`config.mk`:
```
export PLATFORM = sky130hd
export DESIGN_NAME = serial_adder
export DESIGN_NICKNAME = d
export VERILOG_FILES = /design/src/rtl/serial_adder_pkg.sv /design/src/rtl/full_adder_bit.sv /design/src/rtl/serial_adder.sv
export SDC_FILE = /design/constraint.sdc
export NUM_CORES = 1
export LEC_CHECK = 0
export ABC_AREA = 1
export BUFFER_PORTS_ARGS = -buffer_cell sky130_fd_sc_hd__buf_2
export CAP_MARGIN = 15
export CORE_ASPECT_RATIO = 1.1
export CORE_MARGIN = 2
export CORE_UTILIZATION = 30
export CTS_BUF_LIST = sky130_fd_sc_hd__clkbuf_16
export DETAILED_ROUTE_END_ITERATION = 12
export PLACE_DENSITY = 0.5
export SYNTH_ARGS = -nofsm -noshare
export SYNTH_HDL_FRONTEND = slang
export SYNTH_HIERARCHICAL = 1
export SYNTH_SLANG_ARGS = --single-unit
```
`constraint.sdc`:
```
create_clock -name clk -period 1.1 [get_ports clk]
set_clock_uncertainty 0.05 [all_clocks]
set_input_delay 0.055 -clock clk [delete_from_list [all_inputs] [get_ports clk]]
set_output_delay 0.055 -clock clk [all_outputs]
set_load 0.02 [all_outputs]
```
`src/rtl/serial_adder_pkg.sv`:
```
// Shared types and helpers for the bit-serial adder.
// The FSM states and the bit-counter width live here.
package serial_adder_pkg;

  typedef enum logic [1:0] {
    IDLE = 2'd0,
    ADD  = 2'd1,
    DONE = 2'd2
  } state_e;

  // The counter must be able to hold WIDTH itself.
  function automatic int cnt_w(input int w);
    return $clog2(w + 1);
  endfunction

endpackage

```
`src/rtl/full_adder_bit.sv`:
```
// One-bit full-add slice.
// The serial adder reuses this slice on every ADD cycle.
module full_adder_bit (
  input  logic a,
  input  logic b,
  input  logic cin,
  output logic s,
  output logic cout
);

  assign s    = a ^ b ^ cin;
  assign cout = (a & b) | (a & cin) | (b & cin);

endmodule

```
`src/rtl/serial_adder.sv`:
```
// Bit-serial adder: LSB-first, one bit per clock, with
// valid/ready handshakes on the operand and result sides.
module serial_adder
  import serial_adder_pkg::*;
#(
  parameter int WIDTH = 8
) (
  input  logic             clk,
  input  logic             rst,
  input  logic             in_valid,
  output logic             in_ready,
  input  logic [WIDTH-1:0] a,
  input  logic [WIDTH-1:0] b,
  output logic             out_valid,
  input  logic             out_ready,
  output logic [WIDTH-1:0] sum,
  output logic             carry_out
);

  localparam int CW = cnt_w(WIDTH);
  localparam logic [CW-1:0] LAST = CW'(WIDTH - 1);

  state_e           state_q, state_d;
  logic [WIDTH-1:0] a_sh_q, a_sh_d;
  logic [WIDTH-1:0] b_sh_q, b_sh_d;
  logic [WIDTH-1:0] sum_q, sum_d;
  logic             carry_q, carry_d;
  logic             cout_q, cout_d;
  logic [CW-1:0]    count_q, count_d;
  logic             out_valid_q, out_valid_d;
  logic             fa_s, fa_c;

  full_adder_bit u_fa (
    .a    (a_sh_q[0]),
    .b    (b_sh_q[0]),
    .cin  (carry_q),
    .s    (fa_s),
    .cout (fa_c)
  );

  assign in_ready  = (state_q == IDLE) && !rst;
  assign out_valid = out_valid_q;
  assign sum       = sum_q;
  assign carry_out = cout_q;

  always_comb begin
    state_d     = state_q;
    a_sh_d      = a_sh_q;
    b_sh_d      = b_sh_q;
    sum_d       = sum_q;
    carry_d     = carry_q;
    cout_d      = cout_q;
    count_d     = count_q;
    out_valid_d = out_valid_q;
    unique case (state_q)
      IDLE: begin
        if (in_valid && in_ready) begin
          a_sh_d  = a;
          b_sh_d  = b;
          carry_d = 1'b0;
          count_d = '0;
          state_d = ADD;
        end
      end
      ADD: begin
        a_sh_d  = a_sh_q >> 1;
        b_sh_d  = b_sh_q >> 1;
        // New sum bit enters at the MSB; after WIDTH
        // shifts the LSB-first stream lands in place.
        sum_d            = sum_q >> 1;
        sum_d[WIDTH-1]   = fa_s;
        carry_d          = fa_c;
        count_d          = count_q + CW'(1);
        if (count_q == LAST) begin
          cout_d      = fa_c;
          out_valid_d = 1'b1;
          state_d     = DONE;
        end
      end
      DONE: begin
        if (out_ready) begin
          out_valid_d = 1'b0;
          state_d     = IDLE;
        end
      end
      default: begin
        out_valid_d = 1'b0;
        state_d     = IDLE;
      end
    endcase
  end

  always_ff @(posedge clk) begin
    if (rst) begin
      state_q     <= IDLE;
      a_sh_q      <= '0;
      b_sh_q      <= '0;
      sum_q       <= '0;
      carry_q     <= 1'b0;
      cout_q      <= 1'b0;
      count_q     <= '0;
      out_valid_q <= 1'b0;
    end else begin
      state_q     <= state_d;
      a_sh_q      <= a_sh_d;
      b_sh_q      <= b_sh_d;
      sum_q       <= sum_d;
      carry_q     <= carry_d;
      cout_q      <= cout_d;
      count_q     <= count_d;
      out_valid_q <= out_valid_d;
    end
  end

endmodule

```
==> impl_results.html <==
<table>
<tr><th>Metric</th><th>Value</th></tr>
<tr><th colspan="2">Floorplan</th></tr>
<tr><td>Die Height</td><td>81.1 um</td></tr>
<tr><td>Boundary pin count</td><td>31</td></tr>
<tr><td>Width of the chip</td><td>74.0 um</td></tr>
<tr><td>Effective utilization at floorplan</td><td>30.6%</td></tr>
<tr><td>Site row count</td><td>28</td></tr>
<tr><td>Floorplan Core Area</td><td>5290 um2</td></tr>
<tr><td>Total die area</td><td>6000 um2</td></tr>
<tr><th colspan="2">STA</th></tr>
<tr><td>Final max-slew violation count</td><td>0</td></tr>
<tr><td>Portion of the clock cycle consumed by the worst path in the final layout</td><td>105%</td></tr>
<tr><td>Transition time of the tightest slew-check pin</td><td>242 ps</td></tr>
<tr><td>Maximum operating frequency</td><td>866 MHz</td></tr>
<tr><td>Max-slew headroom</td><td>83.9%</td></tr>
<tr><td>Setup ws final</td><td>-54.7 ps</td></tr>
<tr><td>Worst Hold Slack</td><td>-0.349 ps</td></tr>
<tr><td>Final critical path time including I/O delays and setup</td><td>1150 ps</td></tr>
<tr><td>Number of failing setup endpoints in the final timing report</td><td>16</td></tr>
<tr><td>Setup repair after global routing missed its margin</td><td>true</td></tr>
<tr><td>Sum Neg Setup Slack</td><td>-483 ps</td></tr>
<tr><td>Total count of hold-check failures in the final report</td><td>1</td></tr>
<tr><th colspan="2">GRT</th></tr>
<tr><td>Antenna violations before repair</td><td>0</td></tr>
<tr><td>Peak-usage layer in the global routing report</td><td>met2</td></tr>
<tr><td>Pin count of the biggest net entering global routing</td><td>31</td></tr>
<tr><td>Global-route usage over all layers</td><td>14.2%</td></tr>
<tr><td>Met2 Usage GRT</td><td>22.9%</td></tr>
<tr><td>Vias in the first global route</td><td>1,463</td></tr>
<tr><td>Met1 capacity usage during global routing</td><td>17.9%</td></tr>
<tr><td>Wire length of the first global-routing pass</td><td>6.59 mm</td></tr>
<tr><td>Met3 Resource Use GR</td><td>2.98%</td></tr>
<tr><td>Congestion Overflow GR</td><td>0</td></tr>
<tr><th colspan="2">Clocking</th></tr>
<tr><td>CTS tree</td><td>yes</td></tr>
<tr><td>TritonCTS buffer count</td><td>5</td></tr>
<tr><td>Clock edge transition at the registers on the reported setup and hold paths</td><td>50 ps</td></tr>
<tr><td>Number of levels in the clock H-tree</td><td>2</td></tr>
<tr><td>Sinks on the clock net</td><td>33</td></tr>
<tr><td>CTS root buf</td><td>sky130_fd_sc_hd__clkbuf_16</td></tr>
<tr><td>Largest buffer count on any clock path</td><td>2</td></tr>
<tr><td>Hold-fix buffers at CTS</td><td>0</td></tr>
<tr><td>Skew-Pair Late Insertion Delay</td><td>270 ps</td></tr>
<tr><th colspan="2">Placed design</th></tr>
<tr><td>Port Buffers</td><td>30</td></tr>
<tr><td>HPWL Detailed</td><td>2.53 mm</td></tr>
<tr><td>Number of instances in the placed design</td><td>325</td></tr>
<tr><td>Pre-CTS worst setup slack</td><td>-90.4 ps</td></tr>
<tr><td>Weighted congestion reported at the end of routability-driven placement</td><td>0.702</td></tr>
<tr><td>Cell Area, Placed</td><td>1910 um2</td></tr>
<tr><th colspan="2">Logic synthesis</th></tr>
<tr><td>Main flop type after synthesis</td><td>sky130_fd_sc_hd__dfxtp_1</td></tr>
<tr><td>Synth Warn #</td><td>6</td></tr>
<tr><td>Leading post-synthesis cells by cell area</td><td>sky130_fd_sc_hd__dfxtp_1, sky130_fd_sc_hd__nand2_1, sky130_fd_sc_hd__a21oi_1</td></tr>
<tr><td>Synth Instances</td><td>222</td></tr>
<tr><td>Mapped Avg Cell Area</td><td>7.29 um2</td></tr>
<tr><td>Most area-hungry cell type in the Yosys netlist</td><td>sky130_fd_sc_hd__dfxtp_1</td></tr>
<tr><td>Leading cell types by count after synthesis</td><td>sky130_fd_sc_hd__nand2_1, sky130_fd_sc_hd__dfxtp_1, sky130_fd_sc_hd__nor2_1</td></tr>
<tr><td>Number of synthesized flops with an enable pin</td><td>0</td></tr>
<tr><td>Register area share after synthesis</td><td>40.8%</td></tr>
<tr><td>Share of the synthesized area in the top cell type</td><td>40.8%</td></tr>
<tr><td>Post-synthesis register bit count</td><td>33</td></tr>
<tr><td>Netlist area before placement</td><td>1620 um2</td></tr>
<tr><td>Most common cell in the netlist</td><td>sky130_fd_sc_hd__nand2_1</td></tr>
<tr><td>Share of flip-flops with an asynchronous set or reset after synthesis</td><td>0%</td></tr>
<tr><td>Number of distinct library cells after synthesis</td><td>21</td></tr>
<tr><td>Nets in the synthesized netlist</td><td>244</td></tr>
<tr><th colspan="2">Detailed routing</th></tr>
<tr><td>Router iterations before antenna repair</td><td>4</td></tr>
<tr><td>Wire length after detailed routing</td><td>4.13 mm</td></tr>
<tr><td>Count of unresolved DRC violations after routing</td><td>0</td></tr>
<tr><td>Number of DRC violations after detailed-routing iteration 0</td><td>77</td></tr>
<tr><td>Number of vias per cell after detailed routing</td><td>4.55</td></tr>
<tr><td>Number of vias after detailed routing</td><td>1,534</td></tr>
<tr><td>Remaining number of nets flagged by the antenna check after routing</td><td>0</td></tr>
<tr><td>Wire length per cell after detailed routing</td><td>12.3 um</td></tr>
<tr><th colspan="2">Worst hold path</th></tr>
<tr><td>Classification of the worst-slack hold path</td><td>in2reg</td></tr>
<tr><td>Hold Path Origin</td><td>out_ready</td></tr>
<tr><td>Cell depth of the worst hold path</td><td>4</td></tr>
<tr><th colspan="2">Job</th></tr>
<tr><td>Max Cap Violations</td><td>0</td></tr>
<tr><th colspan="2">Pwr</th></tr>
<tr><td>Net Sw Power</td><td>0.856 mW</td></tr>
<tr><td>Sequential cell fraction of total power</td><td>41.4%</td></tr>
<tr><td>Power Internal</td><td>2.37 mW</td></tr>
<tr><td>Comb pwr share</td><td>18.3%</td></tr>
<tr><td>Power per cell area</td><td>1440 nW/um2</td></tr>
<tr><td>Sw Share</td><td>26.5%</td></tr>
<tr><td>Leakage power of the design</td><td>1.03 nW</td></tr>
<tr><td>Peak supply drop</td><td>0.726 mV</td></tr>
<tr><td>Overall power of the completed layout</td><td>3.23 mW</td></tr>
<tr><td>Clock share of power</td><td>40.3%</td></tr>
<tr><th colspan="2">Setup path</th></tr>
<tr><td>R2R cell count</td><td>7</td></tr>
<tr><td>Largest fanout on the critical path</td><td>4</td></tr>
<tr><td>CP startpoint</td><td>state_q[0]</td></tr>
<tr><td>R2R Path Start</td><td>state_q[1]</td></tr>
<tr><td>Most Frequent Cell on Critical Path</td><td>sky130_fd_sc_hd__buf_6</td></tr>
<tr><td>Cell chain of the critical path</td><td>buf_6, nor3_4, buf_6</td></tr>
<tr><td>Arrival @ worst endpoint</td><td>1050 ps</td></tr>
<tr><td>Library cell contributing the largest single delay on the critical path</td><td>sky130_fd_sc_hd__dfxtp_4</td></tr>
<tr><td>Slowest stage delay, CP</td><td>370 ps</td></tr>
<tr><td>Startpoint Class</td><td>register</td></tr>
<tr><td>Data required time at the worst endpoint</td><td>1000 ps</td></tr>
<tr><td>Kind of capture point of the worst setup path</td><td>output port</td></tr>
<tr><td>Critical path start-end classification</td><td>reg2out</td></tr>
<tr><th colspan="2">Cells and area</th></tr>
<tr><td>Nets@finish</td><td>283</td></tr>
<tr><td>Ant diodes</td><td>0</td></tr>
<tr><td>Syn-to-layout area delta</td><td>38.6%</td></tr>
<tr><td>Ratio of cells with drive above 1 in the final layout</td><td>33.2%</td></tr>
<tr><td>Cell Count, Final, Fillers Out</td><td>337</td></tr>
<tr><td>Design Area, Final</td><td>2240 um2</td></tr>
<tr><th colspan="2">Status</th></tr>
<tr><td>Violated checks</td><td>hold timing, setup timing</td></tr>
<tr><td>Result of the run</td><td>complete, but fails checks</td></tr>
</table>
-- cell type report --
type | count | area (um2)
Multi-Input combinational cell | 168 | 916
Sequential cell | 33 | 674
Inverter | 5 | 26.3
Clock inverter | 3 | 12.5
Clock buffer | 5 | 125
Tap cell | 75 | 93.8
Timing Repair Buffer | 48 | 397
Fill cell | 569 | 3050
-- per-layer routing --
| layer | part of all wire [%] | vias up |
|---|---|---|
| li1 | - | 807 |
| met5 | 0 | - |
| met4 | 1.5 | 0 |
| met1 | 47 | 688 |
| met3 | 4.1 | 5 |
| met2 | 47 | 34 |
-- registers in the layout, indices dropped and copies added (netlist names) --
name and count:
a_sh_q 8, b_sh_q 8, sum 8, count_q 4, state_q 2, carry_out 1, carry_q 1, out_valid 1
-- worst max-delay path, delay by kind of cell, from the launching register on --
family | cells | cell delay (ps)
buf+inv | 2 | 280
flops | 1 | 370
simple gates | 1 | 130
-- timing repair --
item / in CTS / in global routing
pin swaps: 2 / 4
gates resized for setup: 9 / 34
setup buffers: 1 / 1
gates cloned: 0 / 2
setup endpoints to repair: 32 / 33
endpoints found under the hold margin: 0 / 0
-- power by group through the flow --
stage | Combinational (mW) | Sequential [mW] | Clock (mW)
floorplan | 0.346 | 1.37 | 0
global placement | 0.515 | 1.35 | 0
detailed placement | 0.514 | 1.36 | 0
CTS | 0.527 | 1.33 | 1.34
global route | 0.663 | 1.35 | 1.40
finish | 0.590 | 1.34 | 1.30
-- kinds of logic after synthesis --
kind of cell | Yosys count | share of synthesized area (%)
fa+ha+maj | 2 | 2.01
buf+inv | 21 | 8.89
flops | 33 | 40.8
compound gates | 36 | 11.1
simple gates | 130 | 37.2
-- worst paths after layout --
path                     end  slack [ps]
setup / recovery    in_ready         -50
hold / removal    state_q[1]        -0.3
setup reg to reg   a_sh_q[0]         -50
hold reg to reg    carry_out         420
-- placed cells by master, fill, tap and decap left out, types with 5 or more instances in the layout --
cell type,instances
sky130_fd_sc_hd__nand3b_1,14
sky130_fd_sc_hd__buf_4,9
sky130_fd_sc_hd__a21oi_1,19
sky130_fd_sc_hd__buf_12,5
sky130_fd_sc_hd__buf_2,29
sky130_fd_sc_hd__nor2_1,31
sky130_fd_sc_hd__o21ai_0,5
sky130_fd_sc_hd__dfxtp_1,26
sky130_fd_sc_hd__clkbuf_16,7
sky130_fd_sc_hd__o21ai_1,5
sky130_fd_sc_hd__a21oi_2,7
sky130_fd_sc_hd__nand3_1,22
sky130_fd_sc_hd__nand2_1,48
sky130_fd_sc_hd__dfxtp_2,5
-- through the flow --
step	hold WS, ps	util (%)
3_3_place_gp	291	36.2
2_1_floorplan	163	-
3_5_place_dp	293	36.2
5_1_grt	21.5	42.4
6_report	-0.349	42.4
4_1_cts	3.43	39.4
(Power assumes the default switching activity.)
